### src/rtl/drive_pkg.sv
// Shared definitions for the figure-8 drive FSM and the OI command sequencer:
// state codes, Open Interface opcodes and per-code packet lengths.
package drive_pkg;

  // State codes produced by the drive FSM
  localparam logic [2:0] ST_STOP       = 3'd0;
  localparam logic [2:0] ST_CLKWISE    = 3'd1;
  localparam logic [2:0] ST_CNTCLKWISE = 3'd2;
  localparam logic [2:0] ST_INIT       = 3'd3;
  localparam logic [2:0] ST_SONGINIT   = 3'd4;

  // Open Interface opcodes
  localparam logic [7:0] OP_START = 8'd128;
  localparam logic [7:0] OP_FULL  = 8'd132;
  localparam logic [7:0] OP_SONG  = 8'd140;
  localparam logic [7:0] OP_PLAY  = 8'd141;
  localparam logic [7:0] OP_DRIVE = 8'd137;

  // Packet lengths in bytes
  localparam int LEN_INIT     = 2;
  localparam int LEN_SONGINIT = 7;
  localparam int LEN_DRIVE    = 5;

  // Sequencer control states
  typedef enum logic {
    SEQ_IDLE = 1'b0,
    SEQ_SEND = 1'b1
  } seq_state_e;

  // Codes 5..7 are not real drive states and never produce a packet
  function automatic logic code_valid(input logic [2:0] code);
    return (code <= ST_SONGINIT);
  endfunction

  // Index of the final byte of the packet for a given code
  function automatic logic [2:0] pkt_last_idx(input logic [2:0] code);
    case (code)
      ST_INIT:     return 3'(LEN_INIT - 1);
      ST_SONGINIT: return 3'(LEN_SONGINIT - 1);
      default:     return 3'(LEN_DRIVE - 1);
    endcase
  endfunction

endpackage

### src/rtl/oi_cmd_sequencer_if.sv
// Byte stream from the sequencer to the UART transmitter (valid/ready).
interface oi_cmd_sequencer_if;
  logic [7:0] tx_data;
  logic       tx_valid;
  logic       tx_ready;

  modport master (output tx_data, output tx_valid, input tx_ready);
  modport slave  (input tx_data, input tx_valid, output tx_ready);
endinterface

### src/rtl/oi_seq_rom.sv
// Combinational packet table: maps (state code, byte index) to the OI byte
// and flags the final byte of that packet.
module oi_seq_rom
  import drive_pkg::*;
#(
  parameter int VELOCITY  = 200,
  parameter int RADIUS    = 500,
  parameter int SONG_NOTE = 72,
  parameter int SONG_DUR  = 32
) (
  input  logic [2:0] code,
  input  logic [2:0] idx,
  output logic [7:0] data,
  output logic       last
);

  localparam logic [15:0] VEL16   = 16'(VELOCITY);
  localparam logic [15:0] RAD_CW  = 16'(-RADIUS);
  localparam logic [15:0] RAD_CCW = 16'(RADIUS);
  localparam logic [7:0]  NOTE8   = 8'(SONG_NOTE);
  localparam logic [7:0]  DUR8    = 8'(SONG_DUR);

  logic [15:0] radius;

  // Byte lookup; drive packets share one layout with a per-code radius
  always_comb begin
    data   = 8'd0;
    radius = (code == ST_CLKWISE) ? RAD_CW : RAD_CCW;
    case (code)
      ST_INIT: begin
        case (idx)
          3'd0:    data = OP_START;
          3'd1:    data = OP_FULL;
          default: data = 8'd0;
        endcase
      end
      ST_SONGINIT: begin
        case (idx)
          3'd0:    data = OP_SONG;
          3'd1:    data = 8'd0;
          3'd2:    data = 8'd1;
          3'd3:    data = NOTE8;
          3'd4:    data = DUR8;
          3'd5:    data = OP_PLAY;
          default: data = 8'd0;
        endcase
      end
      ST_CLKWISE, ST_CNTCLKWISE: begin
        case (idx)
          3'd0:    data = OP_DRIVE;
          3'd1:    data = VEL16[15:8];
          3'd2:    data = VEL16[7:0];
          3'd3:    data = radius[15:8];
          3'd4:    data = radius[7:0];
          default: data = 8'd0;
        endcase
      end
      default: begin
        // STOP: drive with zero velocity and zero radius
        data = (idx == 3'd0) ? OP_DRIVE : 8'd0;
      end
    endcase
    last = (idx == pkt_last_idx(code));
  end

endmodule

### src/rtl/oi_cmd_sequencer.sv
// Watches the drive FSM state code and streams the matching OI command
// packet to the UART. Packets are never cut short; changes seen while a
// packet is in flight collapse to whatever state is current afterwards.
module oi_cmd_sequencer
  import drive_pkg::*;
#(
  parameter int VELOCITY  = 200,
  parameter int RADIUS    = 500,
  parameter int SONG_NOTE = 72,
  parameter int SONG_DUR  = 32
) (
  input  logic                       clk,
  input  logic                       rst,
  input  logic [2:0]                 state,
  oi_cmd_sequencer_if.master         tx,
  output logic                       busy,
  output logic                       seq_done,
  output logic [2:0]                 cur_seq
);

  seq_state_e fsm_reg;
  logic [2:0] idx_reg;
  logic [2:0] last_sent_reg;
  logic       last_reg;

  logic [2:0] rom_code;
  logic [2:0] rom_idx;
  logic [7:0] rom_data;
  logic       rom_last;
  logic       start;

  // Table address: byte 0 of the incoming code in IDLE, else the next byte
  always_comb begin
    rom_code = cur_seq;
    rom_idx  = idx_reg + 3'd1;
    if (fsm_reg == SEQ_IDLE) begin
      rom_code = state;
      rom_idx  = 3'd0;
    end
  end

  assign start = (fsm_reg == SEQ_IDLE) && (state != last_sent_reg) && code_valid(state);

  oi_seq_rom #(
    .VELOCITY  (VELOCITY),
    .RADIUS    (RADIUS),
    .SONG_NOTE (SONG_NOTE),
    .SONG_DUR  (SONG_DUR)
  ) u_rom (
    .code (rom_code),
    .idx  (rom_idx),
    .data (rom_data),
    .last (rom_last)
  );

  // Control FSM, byte index and registered stream outputs
  always_ff @(posedge clk) begin
    if (rst) begin
      fsm_reg       <= SEQ_IDLE;
      idx_reg       <= 3'd0;
      last_sent_reg <= ST_STOP;
      last_reg      <= 1'b0;
      tx.tx_valid   <= 1'b0;
      tx.tx_data    <= 8'd0;
      busy          <= 1'b0;
      seq_done      <= 1'b0;
      cur_seq       <= ST_STOP;
    end else begin
      seq_done <= 1'b0;
      case (fsm_reg)
        SEQ_IDLE: begin
          if (start) begin
            cur_seq     <= state;
            idx_reg     <= 3'd0;
            last_reg    <= rom_last;
            tx.tx_data  <= rom_data;
            tx.tx_valid <= 1'b1;
            busy        <= 1'b1;
            fsm_reg     <= SEQ_SEND;
          end
        end
        SEQ_SEND: begin
          if (tx.tx_valid && tx.tx_ready) begin
            if (last_reg) begin
              tx.tx_valid   <= 1'b0;
              tx.tx_data    <= 8'd0;
              busy          <= 1'b0;
              seq_done      <= 1'b1;
              last_sent_reg <= cur_seq;
              fsm_reg       <= SEQ_IDLE;
            end else begin
              idx_reg    <= idx_reg + 3'd1;
              tx.tx_data <= rom_data;
              last_reg   <= rom_last;
            end
          end
        end
        default: fsm_reg <= SEQ_IDLE;
      endcase
    end
  end

endmodule

### src/flat_wrapper.sv
// flat-port wrapper written by rule: the top's interface ports become plain ports
module oi_cmd_sequencer_flat import drive_pkg::*;
#(
  parameter int VELOCITY  = 200,
  parameter int RADIUS    = 500,
  parameter int SONG_NOTE = 72,
  parameter int SONG_DUR  = 32
)
  (clk, rst, state, busy, seq_done, cur_seq, tx_tx_data, tx_tx_valid, tx_tx_ready);
  oi_cmd_sequencer_if tx_i ();
  input  logic clk;
  input  logic rst;
  input  logic [2:0] state;
  output logic busy;
  output logic seq_done;
  output logic [2:0] cur_seq;
  output wire logic [$bits(tx_i.tx_data)-1:0] tx_tx_data;
  output wire logic [$bits(tx_i.tx_valid)-1:0] tx_tx_valid;
  input wire logic [$bits(tx_i.tx_ready)-1:0] tx_tx_ready;
  assign tx_tx_data = tx_i.tx_data;
  assign tx_tx_valid = tx_i.tx_valid;
  assign tx_i.tx_ready = tx_tx_ready;
  oi_cmd_sequencer #(.VELOCITY(VELOCITY), .RADIUS(RADIUS), .SONG_NOTE(SONG_NOTE), .SONG_DUR(SONG_DUR)) u_core (.clk(clk), .rst(rst), .state(state), .tx(tx_i), .busy(busy), .seq_done(seq_done), .cur_seq(cur_seq));
endmodule
### config.mk
export PLATFORM = sky130hd
export DESIGN_NAME = oi_cmd_sequencer_flat
export DESIGN_NICKNAME = d
export VERILOG_FILES = /design/src/rtl/drive_pkg.sv /design/src/rtl/oi_cmd_sequencer_if.sv /design/src/rtl/oi_seq_rom.sv /design/src/rtl/oi_cmd_sequencer.sv /design/src/flat_wrapper.sv
export SDC_FILE = /design/constraint.sdc
export NUM_CORES = 1
export LEC_CHECK = 0
export BUFFER_PORTS_ARGS = -buffer_cell sky130_fd_sc_hd__buf_4
export CORE_UTILIZATION = 36
export DETAILED_ROUTE_END_ITERATION = 8
export REMOVE_ABC_BUFFERS = 1
export SYNTH_ARGS = -nofsm -noshare
export SYNTH_HDL_FRONTEND = slang
export SYNTH_SLANG_ARGS = --single-unit
### constraint.sdc
create_clock -name clk -period 2.35 [get_ports clk]
set_input_delay 0.235 -clock clk [delete_from_list [all_inputs] [get_ports clk]]
set_output_delay 0.235 -clock clk [all_outputs]
set_load 0.01 [all_outputs]
# ---- Word level (Yosys, flattened, before mapping)
# Index checks and enable logic that the tools add are counted.
dict set report word_totals {
  latch_bits 0
  reg_bits 21
  inputBits 6
  mem_bits_rw 0
  mem_bits_ro 0
  mem_count 0
}
dict set report op_classes {
  shifts 0
  order_cmp 1
  bitwise_logic 2
  add_sub_neg 1
  div_mod_pow 0
  n_reduce_logical 11
  multipliers 0
  n_mux 30
  n_eq_ne 15
}
# operator n
set op_table {}
lappend op_table {{$pmux 8 s5} 1}
lappend op_table {{$mux 8} 4}
lappend op_table {{$pmux 8 s2} 2}
lappend op_table {{$pmux 8 s4} 1}
lappend op_table {{$pmux 8 s3} 1}
lappend op_table {{$mux 16} 1}
lappend op_table {{$mux 3} 5}
lappend op_table {{$eq 3x2->1 const B} 4}
lappend op_table {{$pmux 3 s2} 2}
lappend op_table {{$mux 1} 10}
lappend op_table {{$eq 3x3->1 const B} 3}
lappend op_table {{$reduce_and 3->1} 3}
lappend op_table {{$eq 3x1->1 const B} 2}
lappend op_table {{$ne 2x2->1 const B} 3}
lappend op_table {{$pmux 1 s2} 3}
lappend op_table {{$reduce_and 2->1} 2}
lappend op_table {{$add 3x1->3 const B} 1}
lappend op_table {{$eq 3x3->1} 1}
lappend op_table {{$le 3x3->1 const B} 1}
lappend op_table {{$logic_and 1x1->1} 3}
lappend op_table {{$logic_not 3->1} 1}
lappend op_table {{$ne 3x3->1} 1}
lappend op_table {{$reduce_or 3->1} 1}
lappend op_table {{$ne 2x1->1 const B} 1}
lappend op_table {{2 further kinds} 3}

# ---- Longest topological paths before layout
# Gate-level depths: netlist (run 1).
dict set report logic_depth {
  depth_word 8
  ltp_mapped 8
  ltp_nobuf 6
}

# ---- Cells and area by module
# Synthesis (run 1) repeated with hierarchy kept, for this count alone.
dict set report unflattened {
  hier_cells 170
  hier_area_um2 1408.9
}
# mod seq_area_each_um2 area_per_inst_um2 cells_each instances
set by_module_without_submodules {}
lappend by_module_without_submodules {oi_cmd_sequencer 420.4 979.7 102 1}
lappend by_module_without_submodules {oi_seq_rom 0.0 429.2 68 1}

# ---- Worst setup path before layout (run 1)
# OpenSTA, ideal clock, no wires.
dict set report synth_timing {
  path_kind {register to register}
  from {register u_core.idx_reg[0]}
  to {register u_core.tx.tx_data[7]}
  setup_ps 74
  required_time_ps 2276
  setup_slack_ps 619
  arrival_ps 1657
  stages_incl_launch_ff 8
  path_cell_list {dfxtp_1 -> ha_1 -> clkbuf_1 -> inv_1 -> nor2_1 -> o41ai_1 -> o211ai_1 -> a31oi_1}
}
dict set report synth_between {
  elab_chain_cells 8
  word_cells_on_any_way 17
}
# element line_no
set synth_lines {}
lappend synth_lines {{start, declared} oi_cmd_sequencer.sv:22} ;# logic [2:0] idx_reg;
lappend synth_lines {{start signal, assigned} oi_cmd_sequencer.sv:92} ;# idx_reg <= idx_reg + 3'd1;
lappend synth_lines {{$add 3x1->3 (*)} oi_cmd_sequencer.sv:35} ;# rom_idx = idx_reg + 3'd1;
lappend synth_lines {{$mux 3 (*)} oi_cmd_sequencer.sv:36} ;# if (fsm_reg == SEQ_IDLE) begin
lappend synth_lines {{$eq 3x3->1, or another cell as far along} oi_seq_rom.sv:38} ;# case (idx)
lappend synth_lines {{$pmux 8 s5, or another cell as far along} oi_seq_rom.sv:38}
lappend synth_lines {{$pmux 8 s3 (*)} oi_seq_rom.sv:29} ;# case (code)
lappend synth_lines {{$mux 8} oi_cmd_sequencer.sv:84} ;# if (last_reg) begin
lappend synth_lines {{$mux 8} oi_cmd_sequencer.sv:83} ;# if (tx.tx_valid && tx.tx_ready) begin
lappend synth_lines {{$pmux 8 s2 (*)} oi_cmd_sequencer.sv:70} ;# case (fsm_reg)
lappend synth_lines {{end signal, assigned} oi_cmd_sequencer.sv:76} ;# tx.tx_data <= rom_data;
lappend synth_lines {{end signal, assigned} oi_cmd_sequencer.sv:93} ;# tx.tx_data <= rom_data;
lappend synth_lines {{end, declared} oi_cmd_sequencer_if.sv:7} ;# modport master (output tx_data, output tx_valid, input tx_ready);
# Every way passes the cells marked *; elsewhere a longest branch is shown, timed or not. The select of a mux whose other input is x is not followed.
# A chain may end at the register's enable or synchronous reset.

# ---- Worst setup path in the final report (run 1)
# Ends and elaborated chain as after synthesis.

==> results of run 1 <==
==> stage by stage <==
stage / power (mW) / setup slack, ns
CTS: 0.841 / 0.365
global route: 0.877 / 0.113
global placement: 0.598 / 0.421
finish: 0.829 / 0.375
detailed placement: 0.598 / 0.394
floorplan: 0.522 / 0.210
==> placed cells by master, fill, tap and decap left out, types with 2 or more instances in the layout <==
master,n
a211o_1,2
a211oi_2,2
a21oi_1,17
a22oi_1,2
a31oi_1,5
a32oi_1,3
and2_1,2
and3_1,2
buf_4,23
clkbuf_8,3
dfxtp_1,21
inv_1,5
mux2i_1,5
nand2_1,18
nand2b_1,2
nand3_1,12
nand3b_1,4
nor2_1,16
nor2b_1,3
nor3_1,3
o211ai_1,2
o21ai_0,6
o31ai_1,4
or3_1,2
xnor2_1,6
xor2_1,2
==> report_power, final <==
group / internal (mW) / switching [mW] / total (mW)
combinational: 0.0816 / 0.112 / 0.193
sequential: 0.372 / 0.0259 / 0.398
clock: 0.121 / 0.117 / 0.238
==> per-layer routing <==
layer	vias up	track usage [%]
li1	687	-
met1	649	24.8
met2	41	27.7
met3	6	4.14
met4	0	3.19
met5	-	0
==> worst paths after layout <==
check                                                    start                                end  cells after the start
worst max-delay path            u_core.idx_reg[0]$_SDFFE_PP0P_  u_core.tx.tx_data[7]$_SDFFE_PP0P_                      6
worst min-delay path                                  state[2]     u_core.cur_seq[2]$_SDFFE_PP0P_                      3
worst max register to register  u_core.idx_reg[0]$_SDFFE_PP0P_  u_core.tx.tx_data[7]$_SDFFE_PP0P_                      6
worst min register to register  u_core.idx_reg[1]$_SDFFE_PP0P_     u_core.idx_reg[1]$_SDFFE_PP0P_                      2
==> final cells by class <==
class                           instances  area, um^2  area share, %
Timing Repair Buffer                   23         173           10.6
Multi-Input combinational cell        141         912           55.9
Inverter                                5        18.8           1.15
Tap cell                               50        62.6           3.83
Clock buffer                            4        45.0           2.76
Sequential cell                        21         420           25.8
==> synth_stat cells, types with 4 or more instances <==
cell / number
a31oi_1: 5
buf_2: 4
xnor2_1: 6
o31ai_1: 4
nand3b_1: 4
nand2_1: 18
mux2i_1: 5
clkbuf_1: 5
buf_6: 4
dfxtp_1: 21
a21oi_1: 17
o21ai_0: 6
nand3_1: 12
nor2_1: 16
inv_1: 5
==> critical path, stage by stage, from the launching register on <==
cell,delay [ns]
dfxtp_1,0.32
ha_1,0.49
inv_1,0.22
nor2_1,0.08
o41ai_1,0.47
o211ai_1,0.16
a31oi_1,0.16
==> logic make-up (layout without fill, tap and decap cells) <==
kind of cell	after synthesis	in the layout	synth area share, %
XOR/XNOR	8	8	4.71
buffers and inverters	23	32	10.5
AND/OR/NAND/NOR	71	71	25.3
flip-flops	21	21	28.2
multiplexers	5	5	3.36
adder cells (fa/ha/maj)	1	1	0.840
AO/OA/AOI/OAI	56	56	27.1
==> metrics.sh, run 1 <==
RUN_STATUS='finished clean'
GRT_PASS1_VIAS=1257
DRV_SLEW=0
CLK_PIN_SLEW_NS=0.08
HORIZONTAL_DIE_DIMENSION_UM=66.3
WORST_HOLD_SLACK_NS=0.280
POSTCTSSETUPBUFFERS=0
CP_DATA_ARRIVAL_TIME_NS=2.16
HOLD_CLASS='in -> reg'
MET2WIRELENGTH_UM=1580
INITIAL_UTILIZATION_PCT=37.5
DETAIL_ROUTE.WIRELENGTH.MET1_UM=1770
PATH_MAX_FANOUT=14
SYNTH.YOSYS.SEQ_AREA_SHARE_PCT=28.2
GRT_SETUP_UNREPAIRED='no'
FILLERS=426
FIN_WORST_SKEW_NS=0.00573
DETAILROUTE.WIRELENGTH.MET3_UM=187
TOP_REGISTER='u_core.tx.tx_data'
FINALSETUPVIOLCOUNT=0
DIE_HEIGHT_UM=66.3
CLK_PATH_BUF_DEPTH=2
DETAILED_PLACE.AREA_UM2=1590
REPORT.FINAL.HOLD_VIOL_COUNT=0
POST_CTS_HOLD_BUFFER_COUNT=0
NETLIST-CELL-TYPE-COUNT=51
CP-START-KIND='flip-flop'
POWER.LEAKAGE_nW=0.609
DRIVE_ABOVE_1_SHARE_PCT=18.0
WORSTPATHREQUIRED_NS=2.54
CTS-ROOT-BUF='clkbuf_8'
FIN_SETUP_TNS_NS=0
FINAL_ANTENNA_NET_COUNT=0
ASYNCSETRESETFLOPFRACSYNTH_PCT=0
HIGHEST-SIGNAL-LAYER='met4'
SYNTH.AVG_CELL_AREA_UM2=8.05
SYNTH-WARNING-COUNT=0
IR_DROP_mV=0.312
CTS.REPAIR.RESIZED=0
GRT_PASS1_WL_UM=6010
CLOCK_TREE.HTREE_LEVEL_COUNT=1
IOPINCOUNT=20
AVGROUTEDWIREPERCELL_UM=14.6
GP_ROUTABILITY_CONGESTION=0.894
SLACK_OF_THE_WORST_REG_TO_REG_PATH_NS=0.37
TRITONCTS_CLOCK_TREE='built'
FIN_CRIT_SH_PCT=84.1
MAX_FREQ_MHz=506
DRT_DRC_VIOLATIONS_LEFT=0
COUNT_OF_FLIP_FLOPS_WITH_A_BUILT_IN_ENABLE_AFTER_SYNTHESIS=0
LARGEST_REGISTER_FFS=8
POST-PLACE-CELLS=240
INSTANCES_NO_FILL=244
SETUP.WORST_PATH.END_CLASS='flip-flop'
FINAL_NET_COUNT=202
ROWS=23
FINISH.UTILIZATION_PCT=41.1
SYNTH_TOP_CELL_BY_AREA='dfxtp_1'
BUFFER_PORTS.INSERTED=19
SYNTH_TOP_AREA_SHARE_PCT=28.2
AVGVIACOUNTPERCELL=5.67
N_ANTENNA_CELL=0
FLOORPLAN.DIE_AREA_UM2=4400
LARGEST_NET_DEGREE_AT_THE_START_OF_GLOBAL_ROUTING=24
PWR_DENSITY_CELL_nW_PER_UM2=508
WORST_SLEW_MARGIN_REL_PCT=49.0
SYN-CELL-AREA_UM2=1490
WORSTMARGINPINSLEW_NS=0.762
DRT_PRE_ANTENNA_ITERS=4
INITIALDRTVIOLATIONCOUNT=70
CTS_NUM_SINKS=21
CLOCK_LATENCY_NS=0.26
DETAILED_ROUTE_VIA_COUNT=1383
DRV_CAP=0
SYNTH_TOP_FLOP_CELL='dfxtp_1'
SYNTHCELLS=185
TRITONCTS.NUM_BUFFERS=3
SETUP.WORST_PATH.CLASS='reg -> reg'
FINAL_CELL_AREA_UM2=1630
FINALWORSTPATHREQUIREDPERIOD_NS=1.98
GLOBAL_ROUTE_TOTAL_USAGE_ACROSS_EVERY_LAYER_PCT=17.8
HPWL_UM=2570
SYNTH.AREA.TOP_CELLS='dfxtp_1, a21oi_1, nand2_1'
AREA_GROWTH_SYN_TO_LAYOUT_PCT=9.58
FLOORPLAN.CORE_AREA_UM2=3970
REMAINING_OVERFLOW_GRT=0
GRT_ANTENNA_BEFORE_REPAIR=0
WIRELENGTH_UM=3570
NUMBER_OF_STORAGE_ELEMENTS_IN_THE_SYNTHESIS_NETLIST=21
(Power assumes the default switching activity.)
==> run 2: changes to the inputs <==
Settings changed: ABC_AREA from default to 1.
Clock period 2.35 ns to 1.87 ns, I/O delays scaled along.
==> run 2 against run 1 <==
  * Largest cell class unchanged
  * Critical path depth up 4
  * Critical endpoint unchanged
  * Power grew 39%
  * Fmax rose by 19%
  * Area after synthesis down 14%
  * Highest routed layer unchanged
  * Combinational power increased by 110%
  * Sequential cell count unchanged
  * Wire length fell by 18%
  * Critical path type unchanged
==> metrics.sh, run 2 <==
RUN_STATUS='finished clean'
WORSTMARGINPINSLEW_NS=0.384
GROUTE.LAYER.MET1.USAGE_PCT=23.4
CTS.REPAIR.RESIZED=0
SYNTH-WARNING-COUNT=0
CTS_NUM_SINKS=21
SYNTH.AVG_CELL_AREA_UM2=6.48
PLACE_WORST_SETUP_SLACK_NS=0.244
FINAL_NET_COUNT=228
SYNTH.YOSYS.SEQ_AREA_SHARE_PCT=32.8
DRV_CAP=0
FIN_SETUP_TNS_NS=0
CTS-ROOT-BUF='clkbuf_4'
IR_DROP_mV=0.436
CP-START-KIND='flip-flop'
GRT_PASS1_VIAS=1091
LAYOUT.CELLS.MOST_COMMON='nand2_1'
TRITONCTS.NUM_BUFFERS=3
IOPINCOUNT=20
WIRELENGTH_UM=2910
REPORT.FINAL.HOLD_VIOL_COUNT=0
TOP_REGISTER='u_core.tx.tx_data'
POWER.CLOCK.FRACTION_PCT=21.3
CLOCK_LATENCY_NS=0.33
POST-PLACE-CELLS=262
N_ANTENNA_CELL=0
GROUTE.LAYER.MET3.USAGE_PCT=4.41
MAX_FREQ_MHz=603
SYNTH_COMPOUND_GATE_AREA_SHARE_PCT=13.3
BUFFER_PORTS.INSERTED=19
MOSTFREQUENTLAYOUTCELLS='nand2_1, inv_1, buf_4, dfxtp_1, a21oi_1'
HOLD_CLASS='in -> reg'
NUMBER_OF_STORAGE_ELEMENTS_IN_THE_SYNTHESIS_NETLIST=21
POSTCTSSETUPBUFFERS=0
DIE_HEIGHT_UM=61.7
CLOCK_TREE.HTREE_LEVEL_COUNT=1
REMAINING_OVERFLOW_GRT=0
R2R.WORST_PATH.CELLS=10
DRIVE_ABOVE_1_SHARE_PCT=20.9
SYNTH_TOP_FLOP_CELL='dfxtp_1'
TRITONCTS_CLOCK_TREE='built'
SETUP.WORST_PATH.CLASS='reg -> reg'
DRV_SLEW=0
FIN_WORST_SKEW_NS=0.00489
WORSTPATHREQUIRED_NS=2.10
CP_DATA_ARRIVAL_TIME_NS=1.89
AVGVIACOUNTPERCELL=4.74
AVGROUTEDWIREPERCELL_UM=10.9
SETUP.WORST_PATH.END_CLASS='flip-flop'
LAYOUT.AREA.SEQ_UM2=420
NETLIST-CELL-TYPE-COUNT=27
GRT_ANTENNA_BEFORE_REPAIR=0
SYNTH_MOST_COMMON_CELL='nand2_1'
POWER.SWITCHING_FRACTION_PCT=38.1
INITIALDRTVIOLATIONCOUNT=45
GRT_PASS1_WL_UM=4880
SYNTH_SIMPLE_GATE_AREA_SHARE_PCT=41.7
FILLERS=379
PWR_DENSITY_CELL_nW_PER_UM2=763
ASYNCSETRESETFLOPFRACSYNTH_PCT=0
SYNTH_TOP_CELL_BY_AREA='dfxtp_1'
PWR-SHARE-SEQ_PCT=44.2
DETAILED_ROUTE_VIA_COUNT=1261
DRT_PRE_ANTENNA_ITERS=4
FRACTION_OF_SYNTHESIZED_CELL_AREA_IN_XOR_AND_XNOR_CELLS_PCT=1.37
SYNTH.AREA.TOP_CELLS='dfxtp_1, nand2_1, a21oi_1'
WORST_SLEW_MARGIN_REL_PCT=74.3
SYNTH.CELLS.MOST_FREQUENT='nand2_1, inv_1, dfxtp_1'
ROWS=21
POWER.LEAKAGE_nW=0.713
MULTI_INPUT_COMB_AREA_UM2=734
SYNTH_TOP_AREA_SHARE_PCT=32.8
POST_CTS_HOLD_BUFFER_COUNT=0
PATH_MAX_FANOUT=7
HPWL_UM=2210
GP_ROUTABILITY_CONGESTION=0.858
LARGEST_NET_DEGREE_AT_THE_START_OF_GLOBAL_ROUTING=14
TIMING.HOLD.WORST_PATH_DEPTH=2
SYNTHADDERAREAFRAC_PCT=0.976
AREA_GROWTH_SYN_TO_LAYOUT_PCT=17.4
FLOORPLAN.DIE_AREA_UM2=3810
INITIAL_UTILIZATION_PCT=38.1
FLOORPLAN.CORE_AREA_UM2=3360
GRT_SETUP_UNREPAIRED='no'
SYNTHCELLS=198
WORST_HOLD_SLACK_NS=0.107
GLOBAL_ROUTE_TOTAL_USAGE_ACROSS_EVERY_LAYER_PCT=17.6
GRT.MET2_USAGE_PCT=27.0
FINISH.UTILIZATION_PCT=44.8
DRT_DRC_VIOLATIONS_LEFT=0
LARGEST_REGISTER_FFS=8
CLK_PATH_BUF_DEPTH=2
SYNTH_TOP_FAMILY_BY_AREA='simple AND/OR/NAND/NOR gates'
LAYOUT_SETUP_WS_NS=0.211
HORIZONTAL_DIE_DIMENSION_UM=61.7
INTERNAL_POWER_mW=0.710
COMBINATIONALPOWERSHARE_PCT=34.5
TOTAL_SWITCHING_POWER_mW=0.438
FINALWORSTPATHREQUIREDPERIOD_NS=1.66
FIN_CRIT_SH_PCT=88.7
COUNT_OF_FLIP_FLOPS_WITH_A_BUILT_IN_ENABLE_AFTER_SYNTHESIS=0
INSTANCES_NO_FILL=266
FINAL_ANTENNA_NET_COUNT=0
GRT_MOST_USED_LAYER='met2'
FINALSETUPVIOLCOUNT=0
SYN-CELL-AREA_UM2=1280
SYNTH.AREA.MUX_SHARE_PCT=0
CLK_PIN_SLEW_NS=0.13
==> run 2: logic make-up (layout without fill, tap and decap cells) <==
family                   after synthesis  count (layout)
XOR/XNOR                               2               2
flip-flops                            21              21
buffers and inverters                 29              51
adder cells (fa/ha/maj)                1               1
AO/OA/AOI/OAI                         34              34
AND/OR/NAND/NOR                      111             111
==> run 2: cell type report <==
cell class,count,area share [%]
Clock buffer,3,1.50
Clock inverter,1,0.499
Inverter,26,6.98
Multi-Input combinational cell,148,48.8
Sequential cell,21,27.9
Tap cell,46,3.82
Timing Repair Buffer,21,10.5
==> run 2: metrics by stage <==
stage	area (um^2)	total power [mW]
floorplan	1260	0.796
global placement	1480	0.916
detailed placement	1480	0.913
CTS	1510	1.16
global route	1510	1.24
finish	1510	1.15
==> run 2: metal layers <==
layer  routed length, um  vias up
li1                    -      674
met1                1410      557
met5                   0        -
met4                  69        0
met3                  84        8
met2                1350       22
==> run 2: critical path: stages (launching register included) <==
cell	delay (ns)
dfxtp_1	0.46
buf_4	0.21
nand2_1	0.06
nor2_1	0.26
nand2_1	0.15
nand2_1	0.08
nor2_1	0.05
nor2_1	0.12
nand2_1	0.06
nand2_1	0.05
a21oi_1	0.05
==> run 2: final timing paths <==
| check | from | endpoint | slack [ns] |
|---|---|---|---|
| max | u_core.fsm_reg$_SDFF_PP0_ | u_core.tx.tx_data[7]$_SDFFE_PP0P_ | 0.21 |
| min | rst | u_core.tx.tx_data[6]$_SDFFE_PP0P_ | 0.11 |
| max reg2reg | u_core.fsm_reg$_SDFF_PP0_ | u_core.tx.tx_data[7]$_SDFFE_PP0P_ | 0.21 |
| min reg2reg | u_core.tx.tx_data[6]$_SDFFE_PP0P_ | u_core.tx.tx_data[6]$_SDFFE_PP0P_ | 0.47 |
==> run 2: power groups by stage <==
| stage | logic (mW) | clock network, mW | registers (mW) |
|---|---|---|---|
| 2_1_floorplan | 0.265 | 0 | 0.531 |
| 3_3_place_gp | 0.398 | 0 | 0.517 |
| 3_5_place_dp | 0.395 | 0 | 0.518 |
| 4_1_cts | 0.398 | 0.251 | 0.508 |
| 5_1_grt | 0.449 | 0.275 | 0.514 |
| 6_report | 0.396 | 0.244 | 0.508 |
